**config.mk**
```make
export PLATFORM = sky130hd
export DESIGN_NAME = alu_pwr_seq
export DESIGN_NICKNAME = d
export VERILOG_FILES = /design/src/rtl/alu_pwr_seq.sv
export SDC_FILE = /design/constraint.sdc
export NUM_CORES = 1
export LEC_CHECK = 0
export BUFFER_PORTS_ARGS = -buffer_cell sky130_fd_sc_hd__buf_2
export CORE_UTILIZATION = 45
export CTS_CLUSTER_SIZE = 30
export DETAILED_ROUTE_END_ITERATION = 7
export PLACE_DENSITY = 0.67
export SYNTH_ARGS = -nofsm -noshare
export SYNTH_HDL_FRONTEND = slang
export SYNTH_SLANG_ARGS = --single-unit
```
**constraint.sdc**
```tcl
create_clock -name clk -period 1.9 [get_ports clk]
set_clock_uncertainty 0.05 [all_clocks]
set_input_delay 0 -clock clk [delete_from_list [all_inputs] [get_ports clk]]
set_output_delay 0 -clock clk [all_outputs]
set_load 0.02 [all_outputs]
```
**src/rtl/alu_pwr_seq.sv**
```systemverilog
// Power-gating sequencer for the ALU: drives power enable, isolation, retention save/restore and
// alu_ready from a six-state FSM. All outputs are registered from the next state (no input-to-output path).
module alu_pwr_seq #(
  parameter int IDLE_TIMEOUT  = 16,
  parameter int PWR_UP_CYCLES = 4
) (
  input  logic        clk,
  input  logic        rst_n,
  input  logic        req,
  input  logic        sleep_req,
  input  logic        alu_busy,
  input  logic        alu_result_valid,
  output logic        alu_pwr_en,
  output logic        iso_en,
  output logic        save,
  output logic        restore,
  output logic        alu_ready,
  output logic [2:0]  pwr_state,
  output logic [15:0] sleep_count
);

  typedef enum logic [2:0] {
    ST_ON      = 3'd0,
    ST_ISO     = 3'd1,
    ST_SAVE    = 3'd2,
    ST_OFF     = 3'd3,
    ST_PWRUP   = 3'd4,
    ST_RESTORE = 3'd5
  } state_t;

  localparam logic [7:0] IDLE_LAST = 8'(IDLE_TIMEOUT - 1);
  localparam logic [3:0] RAMP_LAST = 4'(PWR_UP_CYCLES - 1);

  state_t     state;
  state_t     nxt;
  logic [7:0] idle_cnt;
  logic [3:0] ramp_cnt;
  logic       idle;

  assign idle = !req && !alu_busy && !alu_result_valid;

  always_comb begin
    nxt = state;
    case (state)
      ST_ON:      if (idle && (idle_cnt == IDLE_LAST || sleep_req)) nxt = ST_ISO;
      ST_ISO:     nxt = req ? ST_ON : ST_SAVE;
      // Once save has fired the down sequence must complete; a late req is served from OFF.
      ST_SAVE:    nxt = ST_OFF;
      ST_OFF:     if (req) nxt = ST_PWRUP;
      ST_PWRUP:   if (ramp_cnt == RAMP_LAST) nxt = ST_RESTORE;
      ST_RESTORE: nxt = ST_ON;
      default:    nxt = ST_ON;
    endcase
  end

  always_ff @(posedge clk or negedge rst_n) begin
    if (!rst_n) begin
      state       <= ST_ON;
      idle_cnt    <= 8'd0;
      ramp_cnt    <= 4'd0;
      sleep_count <= 16'd0;
      alu_pwr_en  <= 1'b1;
      iso_en      <= 1'b0;
      save        <= 1'b0;
      restore     <= 1'b0;
      alu_ready   <= 1'b1;
      pwr_state   <= 3'd0;
    end else begin
      state <= nxt;

      if (state == ST_ON && nxt == ST_ON && idle)
        idle_cnt <= idle_cnt + 8'd1;
      else
        idle_cnt <= 8'd0;

      // Held at zero outside PWRUP so it starts from zero on every entry.
      if (state == ST_PWRUP && nxt == ST_PWRUP)
        ramp_cnt <= ramp_cnt + 4'd1;
      else
        ramp_cnt <= 4'd0;

      if (state == ST_SAVE && nxt == ST_OFF && sleep_count != 16'hFFFF)
        sleep_count <= sleep_count + 16'd1;

      alu_pwr_en <= (nxt != ST_OFF);
      iso_en     <= (nxt != ST_ON);
      save       <= (nxt == ST_SAVE);
      restore    <= (nxt == ST_RESTORE);
      alu_ready  <= (nxt == ST_ON);
      pwr_state  <= nxt;
    end
  end

  // Electrical safety invariants of the gated domain.
  assert property (@(posedge clk) disable iff (!rst_n) !alu_pwr_en |-> iso_en);
  assert property (@(posedge clk) disable iff (!rst_n) (save || restore) |-> alu_pwr_en);
  assert property (@(posedge clk) disable iff (!rst_n) alu_ready |-> (alu_pwr_en && !iso_en));

endmodule

```
==> metrics, run 1 <==
number of max-cap violations 0; Mapped Cells 147; drt first pass iters 4; worst hold path class in2reg; Worst Setup Path Type reg2reg; share of cells above drive strength 1 26.3%; port bufs 29; largest net degree at the start of global routing 37; top layer in use met4; Area growth syn-to-layout 21.1%; Power Density 1280 nW/um2; dpl cells between 200 and 250; final wirelength 3140 um; met2 wire length approximately 1600 um; # setup viols final 0; crit path capture type register; clock tree buffer depth 2; Post-synth EDFFs 0; Max stage delay on crit path roughly 450 ps; chip width 62.8 um; GR Overflow Total 0; via/cell ratio 5.44; Yosys warning total 0; asr flop ratio synth 100%; H-tree depth 2; # DRC 0; Synth top area share 51.1%; Die Y 62.8 um; Startpoint Class register; # rows 21; Die Area 3950 um2; gr usage total 18.5%; Synth area leader dfrtp_1; root buffer cell clkbuf_8; global-route wire length before repair 5620 um; register bit total from synthesis 36; starting density of the core 48.3%; postcts setup bufs 0; clock latency on the worst-skew pair 290 ps; Setup TNS 0 ps; Multi-input gate area around 740 um2; P_leak 1.00 nW; status completed; clock net sink count 36; final worst-path cycle share 93.8%; Post-Layout Cell Count 232; CP max stage cell o41ai_4; clk slew on worst S/H paths roughly 70 ps; CTS Buf Count 5; CP required around 2000 ps; distinct cell type count after synthesis 35; Seq/Total Area, Yosys 54.3%; WL met3 135 um; dpl hpwl 2300 um; GPL Wtd Cong between 0.7 and 0.8; register area ~900 um2; commonest cells in the netlist 34 x dfrtp_1, 19 x nor2_1, 16 x xor2_1; maximum VDD drop 742 uV; post-synthesis net count 156; top_reg_cell synth dfrtp_1; met1 WL 1320 um; core area 3440 um2; final hold vios 0; CTS resizes 0; Slew @ Worst Pin roughly 770 ps; relative slew slack 48.9%; antenna violations before repair 0; Max Fanout on Critical Path 5; # diodes 0; TritonCTS clock tree yes; cell chain of the critical path ha_1, nand3_1, o41ai_4, mux2_4; Cell Area, Synth 1660 um2; Via Count ~1,300; min cycle time layout 1780 ps; CP arrival 1910 ps; top-count cell post-synth dfrtp_1; RSZ-0062 raised after global routing false; post-route ant nets 0; Ports 30; via count of the first global-routing pass 1,284; Core Util, Final 58.6%; mean post-synth cell area 11.3 um2; Layout fillers ~300; Final Max Slew Viols 0; synth top area cells dfrtp_1 51%, xor2_1 8.4%, nor2_1 4.3%, dfstp_2 3.2%, nand3_1 2.4%; DRT iter0 DRCs 49; Peak Freq between 0.5 and 0.6 GHz; Final nets 194; Avg WL per Cell 13.5 um
[registers in the layout, summed over array words and instances, names as in the netlist]
register / count
idle_cnt: 8
alu_ready: 1
alu_pwr_en: 1
restore: 1
iso_en: 1
ramp_cnt: 4
save: 1
state: 3
sleep_count: 16
[critical path: cells and delay by family, from the launching register on]
| family | cells | cell delay, ps |
|---|---|---|
| AO/OA/AOI/OAI | 1 | 450 |
| flip-flops | 1 | 410 |
| multiplexers | 1 | 330 |
| adder cells (fa/ha/maj) | 1 | 210 |
| AND/OR/NAND/NOR | 1 | 210 |
[worst paths after layout]
kind                                 from              end  slack [ps]  cells after the start
setup / recovery           sleep_count[1]   sleep_count[1]         120                      4
hold / removal                   alu_busy         state[0]          50                      4
setup reg to reg           sleep_count[1]   sleep_count[1]         120                      4
hold reg to reg               idle_cnt[0]      idle_cnt[0]         400                      1
max in group asynchronous           rst_n      idle_cnt[6]        1040                      2
min in group asynchronous           rst_n  sleep_count[11]         280                      2
[kinds of logic (layout without fill, tap and decap cells)]
family | count (synthesis) | after routing | share of synthesized area [%]
buffers and inverters | 5 | 44 | 1.20
XOR/XNOR | 20 | 20 | 10.5
multiplexers | 1 | 1 | 0.902
AO/OA/AOI/OAI | 11 | 11 | 5.49
AND/OR/NAND/NOR | 71 | 71 | 25.3
adder cells (fa/ha/maj) | 3 | 3 | 2.26
flip-flops | 36 | 36 | 54.3
[through the flow]
step	worst slack (ps)	hold WS, ps	total power, mW	area [um2]
2_1_floorplan	74.6	-346	1.60	1660
3_3_place_gp	185	66.2	1.83	1870
3_5_place_dp	131	74.6	1.86	1870
4_1_cts	114	37.8	2.60	2020
5_1_grt	14.4	61.6	2.71	2020
6_report	118	49.1	2.57	2020
[what timing repair did]
item | CTS | global route
hold buffers | 2 | 0
endpoints found under the setup margin | 0 | 0
hold endpoints to repair | 36 | 0
[cell type report]
| class | count | area share [%] |
|---|---|---|
| flip-flops and latches | 36 | 44.8 |
| multi-input cells | 106 | 36.7 |
| repair buffers | 32 | 8.57 |
| clock buffers | 7 | 4.78 |
| well taps | 46 | 2.86 |
| clock inverters | 1 | 1.49 |
| inverters | 4 | 0.745 |
[report_power, final]
group	total, mW	internal [mW]	leakage [nW]	switching, mW
sequential	1.09	0.917	0.477	0.168
combinational	0.758	0.305	0.459	0.453
clock	0.730	0.463	0.0645	0.267
[layout by cell type, fill, tap and decap left out, types with 2 or more instances in the layout]
master         count
nor4_1             2
nor3_1             8
clkbuf_8           7
nor4b_1            2
dlygate4sd3_1      2
nor4_2             2
dfrtp_1           34
nor3b_1            3
buf_2             29
a21oi_1            4
and3_1             3
nor2_1            19
nand2_1            8
nand4_1            4
nand3_1            8
nand2b_1           2
xnor2_1            4
xor2_1            16
dfstp_2            2
inv_1              4
and4_1             3
ha_1               3
[per-layer routing]
layer / vias up / GRT usage [%]
met5: - / 0
met4: 0 / 7.27
met3: 7 / 5.47
met2: 34 / 32.7
met1: 621 / 20.5
li1: 601 / -
Power figures use the tool's default switching activity.
==> run 2: changes to the inputs <==
Settings changed: BUFFER_PORTS_ARGS -buffer_cell sky130_fd_sc_hd__buf_2 to -buffer_cell sky130_fd_sc_hd__buf_4, CORE_MARGIN set to 5.
==> run 2 against run 1 <==
Effect of this change: sequential share of layout area down 1.3 points; critical path type unchanged; maximum frequency shrank 0.55%; register-to-register slack barely moved; clock-buffer cell count is 1 higher; first-iteration DRC count shrank 33%; routed wire length rose by 3.8%; die area grew 27%; power is 2.4% lower; flip-flop and latch count unchanged; highest routed layer unchanged.
==> metrics, run 2 (synthesis gave the netlist of run 1 again) <==
most common cell after layout, fill and taps aside dfrtp_1; Slew @ Worst Pin about 440 ps; core area roughly 3600 um2; worst hold path class in2reg; status completed; Post-Layout Cell Count 236; global-route wire length before repair 5650 um; crit path capture type register; DRT iter0 DRCs 33; CP max stage cell o41ai_4; H-tree depth 2; WL met3 185 um; Max Fanout on Critical Path 5; CP required 2020 ps; final worst-path cycle share a little over nine tenths; Die Y 70.8 um; Avg WL per Cell about 14 um; Worst Path Buf+Inv 0; antenna violations before repair 0; largest net degree at the start of global routing 37; Startpoint Class register; final hold vios 0; Biggest register sleep_count; cell chain of the critical path ha_1, nand3_2, o41ai_4, mux2_4; met2 wire length 1600 um; via/cell ratio 5.18; CP arrival roughly 1900 ps; port bufs 29; starting density of the core 45.8%; Ports 30; gr usage total about 14%; GR Overflow Total 0; TritonCTS clock tree yes; via count of the first global-routing pass between 1,000 and 1,500; # setup viols final 0; clk slew on worst S/H paths 70 ps; Via Count 1,223; delay-heaviest family, CP compound AO/OA/AOI/OAI gates; Max stage delay on crit path 480 ps; # rows 22; maximum VDD drop 824 uV; top layer in use met4; post-route ant nets 0; dpl hpwl between 2000 and 2500 um; # DRC 0; Peak Freq around 0.56 GHz; RSZ-0062 raised after global routing false; Layout fillers about 330; met1 WL around 1400 um; final wirelength 3260 um; min cycle time layout roughly 1800 ps; CTS Buf Count 5; max FFs per register 16; share of cells above drive strength 1 26.6%; relative slew slack 70.6%; drt first pass iters 4; Power Density 1210 nW/um2; Power Total between 2 and 3 mW; clock net sink count 36; Final nets 196; root buffer cell clkbuf_8; chip width ~71 um; most frequent cells in the layout 34 x dfrtp_1, 32 x buf_4, 19 x nor2_1; P_leak around 1 nW; clock latency on the worst-skew pair roughly 280 ps; dpl cells roughly 230; Area growth syn-to-layout 24.7%; Regs by FF count sleep_count (16), idle_cnt (8), ramp_cnt (4); number of max-cap violations 0; Setup TNS 0 ps; Worst Setup Path Type reg2reg; GPL Wtd Cong roughly 0.75; Final Max Slew Viols 0; clock tree buffer depth 2; Die Area between 5000 and 6000 um2; # diodes 0
[run 2: metrics by stage]
| stage | hold WS (ps) | setup WS [ps] | area (um2) | util (%) |
|---|---|---|---|---|
| after floorplan | -346 | 74.6 | 1660 | - |
| after global placement | -75.9 | 175 | 1950 | 53.7 |
| after detailed placement | -72.2 | 83.1 | 1950 | 53.7 |
| after CTS | 125 | 66.6 | 2060 | 56.7 |
| after global routing | 158 | 39.9 | 2070 | 57.1 |
| final | 129 | 109 | 2070 | 57.1 |
[run 2: path summary, 6_finish.rpt]
kind | endpoint | depth (start not counted) | slack [ps] | from
max | sleep_count[1] | 4 | 110 | sleep_count[1]
min | idle_cnt[1] | 4 | 130 | sleep_req
max reg2reg | sleep_count[1] | 4 | 110 | sleep_count[1]
min reg2reg | idle_cnt[0] | 1 | 410 | idle_cnt[0]
max in group asynchronous | alu_pwr_en | 2 | 1300 | rst_n
min in group asynchronous | sleep_count[11] | 2 | 160 | rst_n
[run 2: layout make-up]
class | count | area (um2) | share of cell area (%)
Inverter | 4 | 15.0 | 0.724
Clock buffer | 8 | 90.1 | 4.34
Multi-Input combinational cell | 106 | 746 | 35.9
Sequential cell | 36 | 903 | 43.5
Tap cell | 48 | 60.1 | 2.90
Timing Repair Buffer | 34 | 260 | 12.5
[run 2: tightest hold or removal path, stage by stage]
cell and delay, ps:
buf_4 80, a21oi_1 40, nand3_1 230, nor2_1 70
[run 2: metal layers]
metal	track usage (%)	up-vias
li1	-	602
met1	16.6	589
met2	24.1	27
met3	5.11	5
met4	4.38	0
met5	0	-
[run 2: report_power, final]
| group | switching [mW] | internal, mW | total, mW |
|---|---|---|---|
| Sequential | 0.177 | 0.917 | 1.09 |
| Combinational | 0.462 | 0.410 | 0.872 |
| Clock | 0.247 | 0.295 | 0.543 |
| Total | 0.887 | 1.62 | 2.51 |
[run 2: timing repair]
action	4_1_cts	5_1_grt
resized for setup	0	1
hold endpoints to repair	38	0
endpoints found under the setup margin	0	1
setup buffers	0	1
hold buffers	2	0
